### src/rtl/tone_generator.sv
`default_nettype none
// ============================================================================
// Module   : tone_generator
// Purpose  : Turns a 2-bit tone-select code into a 50 % duty square wave for
//            a buzzer. Each code has its own half-period divisor. A new code
//            is adopted only at the end of a full output period, which is the
//            high-to-low toggle, so the pin never shows a runt pulse.
//
// Ports    : clk_50MHz    in   system clock, rising edge
//            rst_n        in   asynchronous active-low reset
//            state[1:0]   in   tone-select code, synchronous to clk_50MHz
//            en           in   tone enable, 0 = silent
//            buzz_out     out  square-wave buzzer drive
//            active_sel   out  code currently being generated
//            switch_pulse out  one-cycle strobe when active_sel changes
//
// Options  : `define TONE_CADENCE_EN to gate the tone with a 50 % on/off
//            cadence of GATE_CNT clocks per phase (beeping).
//
// Revision : 1.0  initial release
// ============================================================================
module tone_generator #(
  parameter int CNT_W    = 17,       // must hold the largest DIVn-1
  parameter int DIV0     = 95420,    // half-period for code 2'b00
  parameter int DIV1     = 75758,    // half-period for code 2'b01
  parameter int DIV2     = 63776,    // half-period for code 2'b10
  parameter int DIV3     = 47801,    // half-period for code 2'b11
  parameter int GATE_CNT = 12500000  // cadence half-period (optional feature)
) (
  input  logic       clk_50MHz,
  input  logic       rst_n,
  input  logic [1:0] state,
  input  logic       en,
  output logic       buzz_out,
  output logic [1:0] active_sel,
  output logic       switch_pulse
);

  // --------------------------------------------------------------------------
  // Divisor constants. A half-period shorter than 2 clocks cannot be counted
  // meaningfully, so small divisors are raised to 2.
  // --------------------------------------------------------------------------
  function automatic logic [CNT_W-1:0] clamp_div(input int d);
    if (d < 2) begin
      clamp_div = CNT_W'(2);
    end else begin
      clamp_div = CNT_W'(d);
    end
  endfunction

  // Terminal counts (div-1) per code.
  localparam logic [CNT_W-1:0] c_last0 = clamp_div(DIV0) - CNT_W'(1);
  localparam logic [CNT_W-1:0] c_last1 = clamp_div(DIV1) - CNT_W'(1);
  localparam logic [CNT_W-1:0] c_last2 = clamp_div(DIV2) - CNT_W'(1);
  localparam logic [CNT_W-1:0] c_last3 = clamp_div(DIV3) - CNT_W'(1);

  // --------------------------------------------------------------------------
  // Reset synchroniser: assertion is immediate, deassertion is delayed by two
  // clock edges so that every flop leaves reset on the same clean edge.
  // --------------------------------------------------------------------------
  logic [1:0] rst_sync_q;
  logic [1:0] rst_sync_d;
  logic       rst_int_n;

  always_comb begin
    rst_sync_d = {rst_sync_q[0], 1'b1};
  end

  always_ff @(posedge clk_50MHz or negedge rst_n) begin
    if (!rst_n) begin
      rst_sync_q <= 2'b00;
    end else begin
      rst_sync_q <= rst_sync_d;
    end
  end

  assign rst_int_n = rst_sync_q[1];

  // --------------------------------------------------------------------------
  // Tone datapath state
  // --------------------------------------------------------------------------
  logic [CNT_W-1:0] cnt_q;
  logic [CNT_W-1:0] cnt_d;
  logic             buzz_q;
  logic             buzz_d;
  logic [1:0]       active_sel_q;
  logic [1:0]       active_sel_d;
  logic [1:0]       pending_q;
  logic [1:0]       pending_d;
  logic             switch_pulse_q;
  logic             switch_pulse_d;

  logic [CNT_W-1:0] last_cnt;    // div-1 for the code being generated
  logic             toggle_evt;  // half-period boundary this cycle

  always_comb begin
    last_cnt = c_last0;
    case (active_sel_q)
      2'b00:   last_cnt = c_last0;
      2'b01:   last_cnt = c_last1;
      2'b10:   last_cnt = c_last2;
      default: last_cnt = c_last3;
    endcase
  end

  // ">=" rather than "==" lets the counter recover on its own should it ever
  // hold a value beyond the current terminal count.
  assign toggle_evt = en && (cnt_q >= last_cnt);

  always_comb begin
    cnt_d          = cnt_q;
    buzz_d         = buzz_q;
    active_sel_d   = active_sel_q;
    pending_d      = state;
    switch_pulse_d = 1'b0;

    if (!en) begin
      // Silent: abandon any partial period and follow the selector directly.
      cnt_d          = '0;
      buzz_d         = 1'b0;
      active_sel_d   = state;
      switch_pulse_d = (state != active_sel_q);
    end else if (toggle_evt) begin
      cnt_d  = '0;
      buzz_d = ~buzz_q;
      // Only the high-to-low toggle closes a full period; that is the one
      // place a new code may take over. The code sampled at that moment
      // wins, so any intermediate selections are simply discarded.
      if (buzz_q && (pending_q != active_sel_q)) begin
        active_sel_d   = pending_q;
        switch_pulse_d = 1'b1;
      end
    end else begin
      cnt_d = cnt_q + CNT_W'(1);
    end
  end

  always_ff @(posedge clk_50MHz or negedge rst_int_n) begin
    if (!rst_int_n) begin
      cnt_q          <= '0;
      buzz_q         <= 1'b0;
      active_sel_q   <= 2'b00;
      pending_q      <= 2'b00;
      switch_pulse_q <= 1'b0;
    end else begin
      cnt_q          <= cnt_d;
      buzz_q         <= buzz_d;
      active_sel_q   <= active_sel_d;
      pending_q      <= pending_d;
      switch_pulse_q <= switch_pulse_d;
    end
  end

  assign active_sel   = active_sel_q;
  assign switch_pulse = switch_pulse_q;

`ifdef TONE_CADENCE_EN
  // --------------------------------------------------------------------------
  // Cadence gate. gate_off_q == 0 means the "on" phase; holding the counter
  // and phase cleared while en is low makes every beep train start "on".
  // The tone counter is not affected, so pitch phase stays continuous and
  // tone switching still follows the ungated waveform.
  // --------------------------------------------------------------------------
  localparam int c_gate_w = (GATE_CNT > 1) ? $clog2(GATE_CNT) : 1;
  localparam logic [c_gate_w-1:0] c_gate_last = c_gate_w'(GATE_CNT - 1);

  logic [c_gate_w-1:0] gate_cnt_q;
  logic [c_gate_w-1:0] gate_cnt_d;
  logic                gate_off_q;
  logic                gate_off_d;

  always_comb begin
    gate_cnt_d = gate_cnt_q;
    gate_off_d = gate_off_q;
    if (!en) begin
      gate_cnt_d = '0;
      gate_off_d = 1'b0;
    end else if (gate_cnt_q >= c_gate_last) begin
      gate_cnt_d = '0;
      gate_off_d = ~gate_off_q;
    end else begin
      gate_cnt_d = gate_cnt_q + c_gate_w'(1);
    end
  end

  always_ff @(posedge clk_50MHz or negedge rst_int_n) begin
    if (!rst_int_n) begin
      gate_cnt_q <= '0;
      gate_off_q <= 1'b0;
    end else begin
      gate_cnt_q <= gate_cnt_d;
      gate_off_q <= gate_off_d;
    end
  end

  assign buzz_out = buzz_q & ~gate_off_q;
`else
  // No cadence: the pin carries the continuous tone.
  logic unused_gate_cnt;
  assign unused_gate_cnt = (GATE_CNT != 0);
  assign buzz_out        = buzz_q;
`endif

endmodule
`default_nettype wire

### config.mk
export PLATFORM = sky130hd
export DESIGN_NAME = tone_generator
export DESIGN_NICKNAME = d
export VERILOG_FILES = /design/src/rtl/tone_generator.sv
export SDC_FILE = /design/constraint.sdc
export NUM_CORES = 1
export LEC_CHECK = 0
export CORE_MARGIN = 8
export CORE_UTILIZATION = 50
export DETAILED_ROUTE_END_ITERATION = 10
export PLACE_DENSITY = 0.74
export SKIP_CTS_REPAIR_TIMING = 1
export SLEW_MARGIN = 25
export SYNTH_ARGS = -nofsm -noshare
export SYNTH_HDL_FRONTEND = slang
export SYNTH_SLANG_ARGS = --single-unit
export TNS_END_PERCENT = 20
### constraint.sdc
create_clock -name clk_50MHz -period 1 [get_ports clk_50MHz]
set_input_delay 0.15 -clock clk_50MHz [delete_from_list [all_inputs] [get_ports clk_50MHz]]
set_output_delay 0.15 -clock clk_50MHz [all_outputs]
set_load 0.02 [all_outputs]
# --- After elaboration in Yosys (flattened, before gate mapping) ---
# Cells that the tools add are included.
classes:
  bitwise_logic: 1
  n_reduce_logical: 4
  eq_ne: 6
  muxes: 11
  order_cmp: 1
  n_addsub: 1
op_table:
  columns: ["op", "count"]
  rows:
  - ["17-bit one-hot mux with 3 select lines", 1]
  - ["17-bit 2-to-1 mux", 2]
  - ["17-bit by 1-bit adder with 17-bit output, second input constant", 1]
  - ["17-bit >= comparator", 1]
  - ["2-bit 2-to-1 mux", 3]
  - ["1-bit 2-to-1 mux", 5]
  - ["2-bit by 1-bit != test with 1-bit output, second input constant", 2]
  - ["2-bit != test", 2]
  - ["2-bit by 1-bit == test with 1-bit output, second input constant", 1]
  - ["2-bit == test, second input constant", 1]
  - ["1-bit logical AND", 2]
  - ["2-bit logical NOT", 1]
  - ["2-bit AND reduction", 1]
  - ["1-bit inverter", 1]
totals:
  elab_cells: 30
  out_inout_bits: 4
  reg_bits: 25
  in_bits: 5

# --- Logic depth before layout (Yosys ltp) ---
depth:
  depth_word: 6
  ltp_mapped: 11

# --- Least setup slack after synthesis ---
# OpenSTA, ideal clock, no wires.
synth_path:
  kind: "reg-to-reg"
  start: "register active_sel_q[1] (netlist: active_sel[1])"
  end: "register active_sel_q[0] (netlist: active_sel[0])"
  path_slack_ns: -1.730
  arrival_time_ns: 2.603
  stages_incl_launch_ff: 10
  path_buffers: 0
  synth_period_minus_slack_ns: 2.730
  path_cell_list: "dfrtp_1 inv_1 ha_1 o21ai_0 ha_1 and4_4 a221oi_2 a21oi_1 or3_4 a311o_1"
synth_between:
  elab_chain_cells: 6
  elab_cells_between_ends: 11
synth_lines:
  columns: ["item", "line_no", "source"]
  rows:
  - ["from (decl)", "86", "logic [1:0] active_sel_q;"]
  - ["from (signal assigned)", "148", "active_sel_q <= active_sel_d;"]
  - ["2-bit == test (tied with other cells)", "98", "case (active_sel_q)"]
  - ["17-bit one-hot mux with 3 select lines", "98", null]
  - ["17-bit >= comparator", "108", "assign toggle_evt = en && (cnt_q >= last_cnt);"]
  - ["1-bit logical AND", "108", null]
  - ["2-bit by 1-bit != test with 1-bit output (no source line)", null, null]
  - ["2-bit AND reduction (no source line) *", null, null]
# Mark *: on every way between the ends. The rest lies on a longest branch, timed or not.
# A chain may end at the register's enable or synchronous reset.

# --- Worst setup path after layout ---
# Ends and elaborated chain as after synthesis.

==> results.tsv <==
metric	value	unit
Critical Path Sink Type	flop	
number of enable flip-flop cells after synthesis	0	
IR drop worst, VDD	0.681	mV
maximum clock frequency	407	MHz
final count of pins violating max slew	0	
Setup WS post-layout	-1460	ps
count of nets left with antenna violations after detail routing	0	
Commonest cells post-synth	dfrtp_1, ha_1, nor4_1	
clock tree skew after final layout	7.34	ps
count of state elements after synthesis	25	
Initial Util	50.9	%
total power per unit cell area	898	mW/mm2
maximum root-to-sink buffer count	2	
post-route DRC violation count	0	
sequential fraction of design power	51.8	%
Hold Path Class	reg -> async	
fin nets	235	
reg-to-reg slack, setup	-1460	ps
largest net degree at the start of global routing	24	
post-DP HPWL	3070	um
net count of the mapped netlist	184	
cell area after placement	0.00216	mm2
number of levels in the clock H-tree	1	
per-cell routed wire length	16.4	um
worst-skew pair later-pin latency	320	ps
Worst Setup Path Type	reg -> reg	
data arrival at the endpoint of the critical path	2680	ps
global-route usage over all layers	16.1	%
type of element launching the critical path	flop	
DR vias/cell	5.66	
sequential-to-total area share from yosys stat	37.5	%
switching part of the total	30.2	%
number of failing hold endpoints at the final stage	0	
min cycle time layout	2460	ps
post-route standard cell area excluding fillers	0.00232	mm2
total instance count after detailed placement	250	
Site Rows	21	
setup repair after global routing missed its margin	true	
Power Total	0.00208	W
worst-path maximum fanout	5	
vias in the first global route	1534	
Num Clock Sinks	25	
global route total overflow	0	
mapped cell area	0.00167	mm2
multi-input gate area in the final layout	0.00117	mm2
Max Cap Viol	0	
floorplan die area	0.00545	mm2
clock share of power	22.3	%
post-layout instance count excluding filler cells	255	
Layout area overhead	39.0	%
static leakage	1.04	nW
library cell with the highest instance count after synthesis	dfrtp_1	
Final setup violation count	25	
Ys Warns	0	
proportion of layout cells with a drive suffix above 1	42.6	%
CORE AREA	0.00328	mm2
Synth area leader	dfrtp_1	
largest cells by area after synthesis	dfrtp_1, ha_1, nor4_2	
outcome	finished with violations	
die width	73.8	um
worst endpoint required time	1220	ps
P_sw	0.000630	W
global placement routability congestion	0.941	
Worst path max stage delay	490	ps
clock-pin slew on the worst setup and hold paths	150	ps
area share of the largest cell type after synthesis	37.5	%
total number of vias	1443	
Routed Wire Length	4180	um
Ant. Diodes	0	
number of top-level design ports	9	
part of the cycle the worst path needs	246	%
root buffer cell	clkbuf_4	
mean area per synthesized cell	10.5	um2
combined flip-flop and latch cell area	628	um2
post-synthesis instance total	159	
share of flip-flops with an asynchronous set or reset	100	%
final setup TNS	-29300	ps
initial DRC count	58	
1st-pass router iterations	4	
TritonCTS clock tree	yes	
CP cell instances	inv_4 -> ha_4 -> o21ai_4 -> ha_1 -> and4_4 -> a221oi_4 -> a21oi_2 -> or3_4 -> a311o_1	
post-synth cell types	37	
combinational group share of total power	25.9	%
violations in the final reports	negative setup slack	
worst-path cell with the longest stage delay	dfrtp_2	
number of CTS-inserted buffers	3	
filler cell count	239	
dominant synthesized flop cell	dfrtp_1	
height of the chip	73.8	um
initial antenna violation count	0	
count of input and output buffers	8	
internal power contribution	0.00145	W
wire length of the first global-routing pass	6900	um
==> metal layers <==
| layer | share of wire [%] | wire [um] | track usage, % | up-vias |
|---|---|---|---|---|
| li1 | - | - | - | 682 |
| met5 | 0 | 0 | 0 | - |
| met4 | 0.60 | 25 | 4.88 | 0 |
| met3 | 3.2 | 134 | 2.32 | 4 |
| met2 | 52 | 2170 | 27.0 | 27 |
| met1 | 44 | 1850 | 20.7 | 730 |
==> worst max-delay path, delay by kind of cell, from the launching register on <==
kind | cells | cell delay, ps
buffers and inverters | 1 | 70
AO/OA/AOI/OAI | 4 | 850
adder cells (fa/ha/maj) | 2 | 430
flip-flops | 1 | 490
AND/OR/NAND/NOR | 2 | 520
==> cell type report <==
type	count	share of cell area (%)
multi-input combinational	120	50.4
tap	46	2.48
inverter	9	1.56
clock buffer	3	0.970
clock inverter	1	0.216
sequential	25	27.0
timing repair buffer	51	17.3
==> path summary, 6_finish.rpt <==
path,from,to,depth (start not counted)
worst max-delay path,active_sel[1],active_sel[0],9
worst min-delay path,rst_sync_q[1],cnt_q[4],1
worst max register to register,active_sel[1],active_sel[0],9
worst min register to register,rst_sync_q[1],cnt_q[4],1
max in group asynchronous,rst_n,rst_sync_q[1],2
min in group clk_50MHz,state[1],pending_q[1],1
==> logic make-up after synthesis <==
group | synth area share (%)
adder cells (fa/ha/maj) | 15.0
buffers and inverters | 3.52
flip-flops | 37.5
other | 0.225
AO/OA/AOI/OAI | 8.99
AND/OR/NAND/NOR | 24.9
XOR/XNOR | 9.96
==> registers in the layout, summed over array words and instances, names as in the netlist <==
register	flops
switch_pulse	1
active_sel	2
buzz_out	1
cnt_q	17
rst_sync_q	2
pending_q	2
==> metrics by stage <==
| step | util, % | setup slack, ps | hold slack, ps |
|---|---|---|---|
| floorplan | - | -1440 | -146 |
| global placement | 65.8 | -1360 | 216 |
| detailed placement | 65.8 | -1410 | 236 |
| CTS | 66.7 | -1440 | -41.0 |
| global route | 70.7 | -1560 | 274 |
| finish | 70.7 | -1460 | 230 |
==> placed cells by master (no fill, tap or decap), types with 2 or more instances in the layout <==
cell type and n:
and3_1 4, inv_2 3, clkdlybuf4s50_1 4, inv_1 4, buf_4 40, nand3_1 7
clkbuf_2 3, clkbuf_4 3, xnor2_1 8, nor2b_1 2, ha_1 14, nor2_1 6
ha_4 5, a21oi_1 4, nor4_1 3, xor2_1 11, dfrtp_2 2, a21o_1 3
nand2_1 9, a311o_1 2, nand4_1 6, dfrtp_1 23, nor4_2 16
==> power groups by stage <==
stage,Combinational [W],Clock [W],Sequential [W]
after floorplan,0.000264,0,0.00112
after global placement,0.000460,0,0.00109
after detailed placement,0.000482,0,0.00109
after CTS,0.000485,0.000486,0.00107
after global routing,0.000587,0.000527,0.00108
final,0.000540,0.000466,0.00108
No activity file was read; power rests on OpenSTA's default activity.
